## src/rtl/vga_pixel_pipe.sv

```systemverilog
// vga_pixel_pipe
//   VGA timing generator plus pixel output stage. Issues (x,y) requests to a
//   pixel source, delays all timing/control by the source read latency, and
//   registers syncs, video enable and expanded per-channel colour.
// Ports
//   i_clk, i_rstn          pixel clock, async active-low reset
//   i_mode                 0 pass-through, 1 colour bars, 2 grid, 3 black
//   i_pixel_data           {R,G,B} from source, valid RD_LAT clocks after req
//   o_req_x/o_req_y        requested pixel (raw counters, zero latency)
//   o_req_valid            request lies in the active area
//   o_frame_start          1-clk pulse with output pixel (0,0)
//   o_hsync/o_vsync        latency-aligned syncs, active level SYNC_POL
//   o_video                latency-aligned active-area enable
//   o_red/o_green/o_blue   CW-bit colour, 0 outside active area
module vga_pixel_pipe #(
  parameter int H_ACTIVE = 640,
  parameter int H_FP     = 16,
  parameter int H_SYNC   = 96,
  parameter int H_BP     = 48,
  parameter int V_ACTIVE = 480,
  parameter int V_FP     = 10,
  parameter int V_SYNC   = 2,
  parameter int V_BP     = 33,
  parameter bit SYNC_POL = 1'b0,
  parameter int RD_LAT   = 2,
  parameter int IN_R     = 4,
  parameter int IN_G     = 3,
  parameter int IN_B     = 4,
  parameter int CW       = 4,
  localparam int PIX_W   = IN_R + IN_G + IN_B
) (
  input  logic             i_clk,
  input  logic             i_rstn,
  input  logic [1:0]       i_mode,
  input  logic [PIX_W-1:0] i_pixel_data,
  output logic [10:0]      o_req_x,
  output logic [10:0]      o_req_y,
  output logic             o_req_valid,
  output logic             o_frame_start,
  output logic             o_hsync,
  output logic             o_vsync,
  output logic             o_video,
  output logic [CW-1:0]    o_red,
  output logic [CW-1:0]    o_green,
  output logic [CW-1:0]    o_blue
);

  localparam int H_TOTAL = H_ACTIVE + H_FP + H_SYNC + H_BP;
  localparam int V_TOTAL = V_ACTIVE + V_FP + V_SYNC + V_BP;
  localparam int BAR_W   = H_ACTIVE / 8;

  if (H_TOTAL > 2047 || V_TOTAL > 2047 || RD_LAT > 4 || RD_LAT < 0) begin : g_bad_cfg
    $error("vga_pixel_pipe: H_TOTAL/V_TOTAL must be <= 2047 and RD_LAT in 0..4");
  end

  localparam logic [10:0] HA    = 11'(H_ACTIVE);
  localparam logic [10:0] VA    = 11'(V_ACTIVE);
  localparam logic [10:0] HS0   = 11'(H_ACTIVE + H_FP);
  localparam logic [10:0] HS1   = 11'(H_ACTIVE + H_FP + H_SYNC);
  localparam logic [10:0] VS0   = 11'(V_ACTIVE + V_FP);
  localparam logic [10:0] VS1   = 11'(V_ACTIVE + V_FP + V_SYNC);
  localparam logic [10:0] HLAST = 11'(H_TOTAL - 1);
  localparam logic [10:0] VLAST = 11'(V_TOTAL - 1);

  // Everything the output stage needs about one request, carried down the
  // latency line together so it stays aligned with the returned pixel.
  typedef struct packed {
    logic        vld;
    logic        hs;    // raw sync, 1 = active
    logic        vs;
    logic        fs;
    logic [1:0]  mode;
    logic [10:0] x;
    logic [10:0] y;
  } stage_t;

  logic [10:0] r_h_cnt, r_v_cnt;
  logic [1:0]  r_mode;
  logic        w_first;
  stage_t      w_cur, w_tap;

  assign w_first = (r_h_cnt == '0) && (r_v_cnt == '0);

  always_ff @(posedge i_clk or negedge i_rstn) begin
    if (!i_rstn) begin
      r_h_cnt <= '0;
      r_v_cnt <= '0;
      r_mode  <= '0;
    end else begin
      if (r_h_cnt == HLAST) begin
        r_h_cnt <= '0;
        r_v_cnt <= (r_v_cnt == VLAST) ? '0 : r_v_cnt + 11'd1;
      end else begin
        r_h_cnt <= r_h_cnt + 11'd1;
      end
      if (w_first) r_mode <= i_mode;
    end
  end

  // Mode rides with the request; on the first pixel the freshly sampled
  // value is used so the whole new frame switches at once.
  always_comb begin
    w_cur.vld  = (r_h_cnt < HA) && (r_v_cnt < VA);
    w_cur.hs   = (r_h_cnt >= HS0) && (r_h_cnt < HS1);
    w_cur.vs   = (r_v_cnt >= VS0) && (r_v_cnt < VS1);
    w_cur.fs   = w_first;
    w_cur.mode = w_first ? i_mode : r_mode;
    w_cur.x    = r_h_cnt;
    w_cur.y    = r_v_cnt;
  end

  assign o_req_x     = r_h_cnt;
  assign o_req_y     = r_v_cnt;
  assign o_req_valid = w_cur.vld;

  if (RD_LAT == 0) begin : g_nodly
    assign w_tap = w_cur;
  end else begin : g_dly
    stage_t r_dly [RD_LAT];
    always_ff @(posedge i_clk or negedge i_rstn) begin
      if (!i_rstn) begin
        r_dly <= '{default: '0};
      end else begin
        r_dly[0] <= w_cur;
        for (int i = 1; i < RD_LAT; i++) r_dly[i] <= r_dly[i-1];
      end
    end
    assign w_tap = r_dly[RD_LAT-1];
  end

  // Channel expansion: output bit CW-1-i takes input bit N-1-(i mod N), which
  // truncates wide channels and MSB-replicates narrow ones.
  logic [IN_R-1:0] w_pix_r;
  logic [IN_G-1:0] w_pix_g;
  logic [IN_B-1:0] w_pix_b;
  logic [CW-1:0]   w_exp_r, w_exp_g, w_exp_b;

  assign w_pix_r = i_pixel_data[PIX_W-1 -: IN_R];
  assign w_pix_g = i_pixel_data[IN_B +: IN_G];
  assign w_pix_b = i_pixel_data[IN_B-1:0];

  for (genvar i = 0; i < CW; i++) begin : g_exp
    assign w_exp_r[CW-1-i] = w_pix_r[IN_R-1-(i % IN_R)];
    assign w_exp_g[CW-1-i] = w_pix_g[IN_G-1-(i % IN_G)];
    assign w_exp_b[CW-1-i] = w_pix_b[IN_B-1-(i % IN_B)];
  end

  // Bar index by threshold compare; anything past bar 7's start stays in 7,
  // so the last bar absorbs the remainder.
  logic [2:0]    w_bar;
  logic          w_grid;
  logic [CW-1:0] w_r, w_g, w_b;

  always_comb begin
    w_bar = '0;
    for (int b = 1; b < 8; b++)
      if (w_tap.x >= 11'(b * BAR_W)) w_bar = 3'(b);
  end

  assign w_grid = (w_tap.x[4:0] == '0) || (w_tap.y[4:0] == '0) ||
                  (w_tap.x == HA - 11'd1) || (w_tap.y == VA - 11'd1);

  // Bar order white..black: R off for bars 2,3,6,7, G off for 4..7, B off for odd.
  always_comb begin
    w_r = '0;
    w_g = '0;
    w_b = '0;
    if (w_tap.vld) begin
      unique case (w_tap.mode)
        2'd0: begin w_r = w_exp_r; w_g = w_exp_g; w_b = w_exp_b; end
        2'd1: begin
          w_r = {CW{~w_bar[1]}};
          w_g = {CW{~w_bar[2]}};
          w_b = {CW{~w_bar[0]}};
        end
        2'd2: begin w_r = {CW{w_grid}}; w_g = {CW{w_grid}}; w_b = {CW{w_grid}}; end
        default: ;
      endcase
    end
  end

  always_ff @(posedge i_clk or negedge i_rstn) begin
    if (!i_rstn) begin
      o_video       <= 1'b0;
      o_frame_start <= 1'b0;
      o_hsync       <= ~SYNC_POL;
      o_vsync       <= ~SYNC_POL;
      o_red         <= '0;
      o_green       <= '0;
      o_blue        <= '0;
    end else begin
      o_video       <= w_tap.vld;
      o_frame_start <= w_tap.fs;
      o_hsync       <= w_tap.hs ? SYNC_POL : ~SYNC_POL;
      o_vsync       <= w_tap.vs ? SYNC_POL : ~SYNC_POL;
      o_red         <= w_r;
      o_green       <= w_g;
      o_blue        <= w_b;
    end
  end

endmodule

```

## config.mk

```make
export PLATFORM = sky130hd
export DESIGN_NAME = vga_pixel_pipe
export DESIGN_NICKNAME = d
export VERILOG_FILES = /design/src/rtl/vga_pixel_pipe.sv
export SDC_FILE = /design/constraint.sdc
export NUM_CORES = 1
export LEC_CHECK = 0
export CORE_MARGIN = 1.5
export CORE_UTILIZATION = 45
export DETAILED_ROUTE_END_ITERATION = 8
export GPL_ROUTABILITY_DRIVEN = 1
export PLACE_DENSITY = 0.69
export SYNTH_ARGS = -nofsm -noshare
export SYNTH_HDL_FRONTEND = slang
export SYNTH_SLANG_ARGS = --single-unit
```

## constraint.sdc

```tcl
create_clock -name i_clk -period 4.13 [get_ports i_clk]
set_clock_uncertainty 0.15 [all_clocks]
set_input_delay 0.826 -clock i_clk [delete_from_list [all_inputs] [get_ports i_clk]]
set_output_delay 0.826 -clock i_clk [all_outputs]
set_load 0.05 [all_outputs]
```

* Yosys cells after proc, flatten, opt, wreduce, memory -nomap -nowiden
Index checks and enable logic that the tools add are counted.
** Word-level totals
- Bits in registers :: 94
- Output and inout port bits :: 39
** Operators by class
- Eq/ne operators :: 6
- Order comparisons :: 13
- Add/sub/neg operators :: 2
- Bitwise operators :: 3
- Mux-type cells :: 17
- Reductions and logical operators :: 12
** Operators with widths (count)
- >= comparator 11 x 9 -> 1 bit (second input constant) :: 4
- one-hot mux 4 bit (3 select lines) :: 3
- equality test 11 x 10 -> 1 bit (second input constant) :: 3
- adder 11 x 1 -> 11 bit (second input constant) :: 2
- >= comparator 11 x 10 -> 1 bit (second input constant) :: 2
- >= comparator 11 x 8 -> 1 bit (second input constant) :: 2
- logical NOT 11 bit :: 2
- less-than comparator 11 x 10 -> 1 bit (second input constant) :: 2
- less-than comparator 11 x 9 -> 1 bit (second input constant) :: 2
- two-way mux 11 bit :: 2
- two-way mux 3 bit :: 6
- two-way mux 4 bit :: 3
- equality test 11 x 9 -> 1 bit (second input constant) :: 1
- >= comparator 11 x 7 -> 1 bit (second input constant) :: 1
- logical NOT 5 bit :: 2
- logical AND 1 bit :: 4
- logical OR 1 bit :: 3
- two-way mux 1 bit :: 3
- inverter 1 bit :: 3
- equality test 2 x 1 -> 1 bit (second input constant) :: 1
- equality test 2 bit (second input constant) :: 1
- logical NOT 2 bit :: 1

* Longest topological paths before layout
Gate-level depths: netlist of run 1.
- Depth in word-level cells :: 11
- Mapped depth :: 6
- Depth with buffers taken out :: 6

* Least setup slack after synthesis of run 1
OpenSTA, ideal clock, no wires.
- Kind :: reg-to-reg
- From :: reg r_v_cnt[0], in the netlist o_req_y[0]
- To :: reg g_dly.r_dly[50] (netlist bit)
- Buffers on the path :: 0
- Setup time :: 0.125 ns
- Arrival :: 1.912 ns
- Stages on the path, launching flop included :: 7
- Period minus slack after synthesis :: 2.187 ns
- Slack :: 1.943 ns
- Cell sequence :: dfrtp_1 -> inv_1 -> ha_1 -> nor4b_1 -> nand2_1 -> nor4_1 -> mux2_2
** Between the ends
- Word-level cells in the longest chain between the ends :: 2
** RTL lines
- from (decl) :: RTL line 77 : logic [10:0] r_h_cnt, r_v_cnt;
- from (signal assigned) :: RTL line 92 : r_v_cnt <= (r_v_cnt == VLAST) ? '0 : r_v_cnt + 11'd1;
- logical NOT 11 bit :: RTL line 82 : assign w_first = (r_h_cnt == '0) && (r_v_cnt == '0);
- logical AND 1 bit :: RTL line 82
- to (decl) :: RTL line 119 : stage_t r_dly [RD_LAT];
Every way passes these cells.
A chain may end at the register's enable or synchronous reset.

* Worst setup path in the final report of run 1
- From :: reg r_v_cnt[6], in the netlist o_req_y[6]
- To :: out o_req_valid
** Between the ends
- Word-level cells in the longest chain between the ends :: 2
** RTL lines
- less-than comparator 11 x 9 -> 1 bit :: RTL line 103 : w_cur.vld = (r_h_cnt < HA) && (r_v_cnt < VA);
- logical AND 1 bit :: RTL line 103
- to (decl) :: RTL line 38 : output logic o_req_valid,
Every way passes these cells.

==> qor.yml, run 1 <==
status: "finished clean"
timing.fmax_mhz: 316
clock_insertion_delay_worst_skew_ns: 0.36
report.final.hold_viol_count: 0
wirelength_routed_microns: 6650
clock_tree.buffer_depth: 2
post-route-period-util: 0.766
largest_net_degree_at_the_start_of_global_routing: 94
dp_cells: 420
fillerInstances: 636
power.density_mw_per_mm2: 397
num_rows: 32
post-route-cell-area_sq_mm: 0.00427
detailedRoute.firstIterationViolations: 185
die_y_microns: 92.5
synthTopCellsByArea: "sky130_fd_sc_hd__dfrtp_1 63%, sky130_fd_sc_hd__buf_4 4.8%, sky130_fd_sc_hd__nand2_1 2.3%"
ys_ff_latch: 93
final_core_utilization: 0.552
final_max_slew_viol_count: 0
synth_cell_types: 44
timing.critical_path.from: "o_req_y[6]"
hold_path_startpoint: "g_dly.r_dly[42]"
instances_no_fill: 436
dpl.hpwl_microns: 4530
worstReg2RegStart: "o_req_y[0]"
drc: 0
max-vdd-ir-drop_mv: 0.158
core_sq_mm: 0.00773
grt_setup_unrepaired: "no"
synth.top_cell.area_share: 0.631
hold_class: "reg -> reg"
floorplan.die_area_sq_mm: 0.00856
clock_pin_transition_on_the_worst_setup_and_hold_timing_paths_ns: 0.09
layout_cell_share_with_drive_strength_beyond_1: 0.0719
hold_slack_ns: 0.200
final.min_clock_period_ns: 3.16
synth.cell_area_sq_mm: 0.00361
worstSetupPathType: "reg -> out"
track_usage: 0.175
setup_tns_ns: 0
placement.cell_area_sq_mm: 0.00405
first_pass_iters: 4
worst-slew-pin-transition_ns: 1.23
gp_congestion: 0.848
io_pins: 54
grt_overflow_total: 0
syn_inst: 298
max_cap_viol_count: 0
area_growth_syn_to_layout_pct: 18.3
required_ns: 3.15
grt_antenna_before_repair: 0
floorplan.initialDensity: 0.467
cts_inserted_buffers: 9
hold_buffers: 0
dr_total_vias: 2262
synthesis.nets: 317
tritoncts: "built"
setup.worst_path.start_class: "flip-flop"
crit_end_category: "output pin"
sequential_share_of_the_synthesized_area: 0.646
number_of_antenna_violating_nets_in_the_routed_design: 0
post-cts-setup-buffers: 0
avgRoutedWirePerCell_microns: 15.3
root_buffer: "sky130_fd_sc_hd__clkbuf_8"
cts_resized: 0
syn-mean-instance-area_sq_um: 12.1
critical_path.max_fanout: 7
chipWidth_microns: 92.5
clock-sinks: 93
final-setup-viol-count: 0
max_slew_margin: 0.178
synth_warnings: 0
insertedDiodeCount: 0
first_pass_grt_wire_length_microns: 11400
grt_pass1_vias: 2242
post_drt_via_cell_ratio: 5.19
place.port_buffers: 53
num-nets-final: 348
clock_tree.htree_level_count: 3
timing.critical_path.arrival_ns: 2.19
synth.largest_area_cell: "sky130_fd_sc_hd__dfrtp_1"
leakagePower_nw: 1.87
==> critical path, stage by stage (launching register included) <==
cell and delay, ns:
sky130_fd_sc_hd__dfrtp_1 0.47, sky130_fd_sc_hd__and3_1 0.24, sky130_fd_sc_hd__nand2_1 0.11, sky130_fd_sc_hd__and3_1 0.20, sky130_fd_sc_hd__clkdlybuf4s50_1 0.81
==> Yosys cell counts, drive strengths merged <==
cell and number:
nand2 22, xnor2 8, nor3 8, o31ai 2, buf 28, and3 7
or3 4, nand4bb 2, and4 1, a211oi 2, and2 2, a221oi 1
inv 12, clkbuf 6, nand4 7, or4 4, xor2 5, nor2 7
or3b 1, o2111ai 1, nor2b 4, o221ai 1, dfstp 2, a31oi 9
mux2 2, ha 4, nor4bb 1, o21ai 12, and4b 1, dfrtp 91
nand3 15, nand2b 3, nor4 8, a21oi 3, or4b 1, o211ai 6
o22ai 1, nor4b 3, nand4b 1
==> final timing paths <==
check	endpoint	slack (ns)	cells after the start
worst min register to register	g_dly.r_dly[14]	0.20	0
worst max register to register	g_dly.r_dly[51]	1.51	6
worst min-delay path	g_dly.r_dly[14]	0.20	0
max in group asynchronous	g_dly.r_dly[6]	2.62	1
min in group asynchronous	o_red[3]	0.50	1
worst max-delay path	o_req_valid	0.97	4
==> cells in the final DEF (no fill, tap or decap), types with 4 or more instances in the layout <==
cell,instances
sky130_fd_sc_hd__nor3_1,8
sky130_fd_sc_hd__clkdlybuf4s50_1,52
sky130_fd_sc_hd__nor4_1,8
sky130_fd_sc_hd__xnor2_1,8
sky130_fd_sc_hd__or3_1,4
sky130_fd_sc_hd__inv_1,12
sky130_fd_sc_hd__nand3_1,15
sky130_fd_sc_hd__xor2_1,5
sky130_fd_sc_hd__a31oi_1,9
sky130_fd_sc_hd__nand2_1,22
sky130_fd_sc_hd__clkbuf_8,9
sky130_fd_sc_hd__nor2b_1,4
sky130_fd_sc_hd__nor2_1,7
sky130_fd_sc_hd__dfrtp_1,91
sky130_fd_sc_hd__and3_1,7
sky130_fd_sc_hd__nand4_1,7
sky130_fd_sc_hd__o21ai_0,9
sky130_fd_sc_hd__o211ai_1,6
sky130_fd_sc_hd__ha_1,4
==> sequential cells by signal (all words and copies together) (netlist names) <==
signal         cells
o_hsync            1
o_red              4
o_req_x           11
o_green            3
g_dly.r_dly       56
o_req_y           11
o_frame_start      1
o_vsync            1
o_blue             4
o_video            1
==> report_power, final <==
part / total (mW) / switching [mW] / internal (mW)
combinational: 0.108 / 0.0714 / 0.0368
clock: 0.658 / 0.316 / 0.342
sequential: 0.926 / 0.00437 / 0.921
==> final cells by class <==
| type | count | area (sq um) | area share |
|---|---|---|---|
| clock buffers | 9 | 124 | 0.0290 |
| clock inverters | 7 | 97.6 | 0.0229 |
| inverters | 12 | 45.0 | 0.0106 |
| multi-input cells | 159 | 1010 | 0.236 |
| flip-flops and latches | 93 | 2330 | 0.546 |
| well taps | 102 | 128 | 0.0299 |
| repair buffers | 54 | 536 | 0.126 |
==> kinds of logic after synthesis <==
group	count (synthesis)	share of synthesized area
xor+xnor	13	0.0316
buf+inv	46	0.0749
mux	2	0.00624
flops	93	0.646
fa+ha+maj	4	0.0139
compound gates	38	0.0662
simple gates	102	0.161
==> layer usage <==
| layer | vias up | part of all wire | wire length (microns) | track usage |
|---|---|---|---|---|
| met3 | 10 | 0.052 | 347 | 0.0337 |
| met5 | - | 0 | 0 | 0 |
| li1 | 1084 | - | - | - |
| met2 | 63 | 0.48 | 3200 | 0.271 |
| met4 | 0 | 0.022 | 145 | 0.0910 |
| met1 | 1105 | 0.44 | 2960 | 0.234 |
==> metrics by stage <==
stage          setup slack [ns]  total power, mW
2_1_floorplan              1.94             1.00
3_3_place_gp               1.41             1.05
3_5_place_dp               1.37             1.05
4_1_cts                   0.958             1.71
5_1_grt                   0.877             1.77
6_report                  0.968             1.69
Note: power is estimated with default switching activity, not from simulation.
==> run 2, diff against run 1 <==
==> constraint.sdc (replaced) <==
create_clock -name i_clk -period 3.2 [get_ports i_clk]
set_clock_uncertainty 0.15 [all_clocks]
set_input_delay 0.64 -clock i_clk [delete_from_list [all_inputs] [get_ports i_clk]]
set_output_delay 0.64 -clock i_clk [all_outputs]
set_load 0.05 [all_outputs]
==> qor.yml, run 2 (same netlist as run 1, synthesis figures left out) <==
reg_power_frac: 0.549  # was 0.547
leakagePower_nw: 1.87  # about the same
post_drt_via_cell_ratio: 5.32  # was 5.19
final.min_clock_period_ns: 2.95
post-cts-setup-buffers: 0  # unchanged
timing.critical_path.arrival_ns: 2.16  # was 2.19 ns
largest_net_degree_at_the_start_of_global_routing: 46  # was 94
clock-sinks: 93  # unchanged
post-route-period-util: 0.923
instances_no_fill: 439  # was 436
power.density_mw_per_mm2: 508  # was 397 mW/mm^2
final_core_utilization: 0.555  # was 0.552
required_ns: 2.41  # was 3.15 ns
clock_tree.buffer_depth: 2  # unchanged
worstSetupPathType: "reg -> out"  # unchanged
groute.layer.met3.usage: 0.0616  # was 0.0337
root_buffer: "sky130_fd_sc_hd__clkbuf_8"  # unchanged
critical_path.max_fanout: 7  # unchanged
worst-slew-pin-transition_ns: 1.18  # was 1.23 ns
hold_class: "in -> async"  # was reg -> reg
insertedDiodeCount: 0  # unchanged
num_rows: 32  # unchanged
combPwrFrac: 0.065  # was 0.064
largest_register_ff_count: 56  # unchanged
mostFrequentLayoutCell: "sky130_fd_sc_hd__dfrtp_1"  # unchanged
r2r_slack_ns: 0.75  # was 1.51 ns
final_max_slew_viol_count: 0  # unchanged
crit_chain: "and3_1 > nand2_1 > and3_1 > clkdlybuf4s50_1"  # unchanged
area_growth_syn_to_layout_pct: 18.9  # was 18.3%
total_switching_power_uw: 497  # was 392 uW
report.final.hold_viol_count: 0  # unchanged
timing.critical_path.slowest_stage_cell: "sky130_fd_sc_hd__clkdlybuf4s50_1"  # unchanged
cts_inserted_buffers: 9  # unchanged
cts_resized: 0  # unchanged
place.port_buffers: 53  # unchanged
crit_path_max_incr_delay_ns: 0.81  # about the same
p_int_mw: 1.68  # was 1.30 mW
avgRoutedWirePerCell_microns: 15.2  # was 15.3 microns
crit_buf_inv: 1  # unchanged
timing.fmax_mhz: 339
num-nets-final: 351  # was 348
wirelength_routed_microns: 6670  # was 6650 microns
power.share.switching: 0.228  # was 0.231
crit_end_category: "output pin"  # unchanged
clock_insertion_delay_worst_skew_ns: 0.35  # was 0.36 ns
first_pass_iters: 4  # unchanged
dr_total_vias: 2336  # was 2262
tritoncts: "built"  # unchanged
clock_pin_transition_on_the_worst_setup_and_hold_timing_paths_ns: 0.09  # about the same
highest_count_cells_in_the_layout_ignoring_fill_and_taps: "91 x sky130_fd_sc_hd__dfrtp_1, 52 x sky130_fd_sc_hd__clkdlybuf4s50_1, 22 x sky130_fd_sc_hd__nand2_1"  # unchanged
grt.busiest_layer: "met2"  # unchanged
report.power.total_mw: 2.18  # was 1.69 mW
grt_overflow_total: 0  # unchanged
clock_tree.htree_level_count: 3  # unchanged
grt_antenna_before_repair: 0  # unchanged
drc: 0  # unchanged
first_pass_grt_wire_length_microns: 11400  # about the same
gr-usage-met1: 0.230  # was 0.234
floorplan.initialDensity: 0.467  # unchanged
dpl.hpwl_microns: 4680  # was 4530 microns
setup_tns_ns: 0  # unchanged
grt_setup_unrepaired: "no"  # unchanged
grtUsageMet2: 0.276  # was 0.271
floorplan.die_area_sq_mm: 0.00856  # unchanged
clock_power_share: 0.386  # was 0.389
grt_pass1_vias: 2217  # was 2242
multiInputGateArea_sq_mm: 0.00101  # unchanged
max_cap_viol_count: 0  # unchanged
setup.worst_path.start_class: "flip-flop"  # unchanged
hold_buffers: 0  # unchanged
status: "finished clean"  # unchanged
final-setup-viol-count: 0  # unchanged
detailedRoute.firstIterationViolations: 174  # was 185
max-vdd-ir-drop_mv: 0.272  # was 0.158 mV
core_sq_mm: 0.00773  # unchanged
layout_cell_share_with_drive_strength_beyond_1: 0.0801  # was 0.0719
cell_type_group_with_the_largest_total_delay_on_the_critical_path: "buffers and inverters"  # unchanged
gp_congestion: 0.849  # was 0.848
io_pins: 54  # unchanged
dp_cells: 423  # was 420
path_common_cell: "sky130_fd_sc_hd__and3_1"  # unchanged
max_flop_register: "g_dly.r_dly"  # unchanged
ff_latch_area_sq_mm: 0.00233  # unchanged
chipWidth_microns: 92.5  # unchanged
number_of_antenna_violating_nets_in_the_routed_design: 0  # unchanged
die_y_microns: 92.5  # unchanged
fillerInstances: 648  # was 636
track_usage: 0.176  # was 0.175
max_slew_margin: 0.213  # was 0.178
run 2: stage by stage:
| step | area, sq um | setup WS (ns) | hold WS, ns |
|---|---|---|---|
| 4_1_cts | 4290 | 0.229 | 0.130 |
| 3_3_place_gp | 4070 | 0.665 | 0.182 |
| 5_1_grt | 4290 | 0.133 | 0.141 |
| 2_1_floorplan | 3610 | 1.01 | 0.181 |
| 6_report | 4290 | 0.246 | 0.112 |
| 3_5_place_dp | 4070 | 0.638 | 0.185 |
run 2: layer usage:
metal	vias to the layer above	routed length, microns
met5	-	0
met4	0	62
met3	4	387
met2	78	3280
met1	1160	2940
li1	1094	-
run 2: worst reg2reg max path, stage by stage, from the launching register on:
cell and delay, ns:
sky130_fd_sc_hd__dfrtp_1 0.45, sky130_fd_sc_hd__inv_1 0.12, sky130_fd_sc_hd__ha_1 0.14, sky130_fd_sc_hd__nor4b_1 0.26
sky130_fd_sc_hd__buf_4 0.19, sky130_fd_sc_hd__nand2_1 0.08, sky130_fd_sc_hd__nor4_1 0.56, sky130_fd_sc_hd__mux2_2 0.40
run 2: area by class of cell:
class,instances,area share
sequential,93,0.543
multi-input combinational,159,0.235
timing repair buffer,57,0.130
tap,102,0.0297
clock buffer,9,0.0289
clock inverter,7,0.0230
inverter,12,0.0105
run 2: power groups by stage:
stage / combinational [mW] / sequential [mW] / clock (mW)
finish: 0.142 / 1.19 / 0.841
global route: 0.154 / 1.20 / 0.913
CTS: 0.145 / 1.20 / 0.864
detailed placement: 0.144 / 1.22 / 0
global placement: 0.143 / 1.22 / 0
floorplan: 0.0262 / 1.26 / 0
run 2: path summary, 6_finish.rpt:
| kind | start | endpoint | depth (start not counted) |
|---|---|---|---|
| hold / removal | i_rstn | o_red[3] | 1 |
| setup / recovery | o_req_y[6] | o_req_valid | 4 |
| min in group i_clk | g_dly.r_dly[49] | g_dly.r_dly[21] | 0 |
| hold reg to reg | g_dly.r_dly[49] | g_dly.r_dly[21] | 0 |
| setup reg to reg | o_req_y[1] | g_dly.r_dly[51] | 7 |
| max in group asynchronous | i_rstn | o_hsync | 2 |
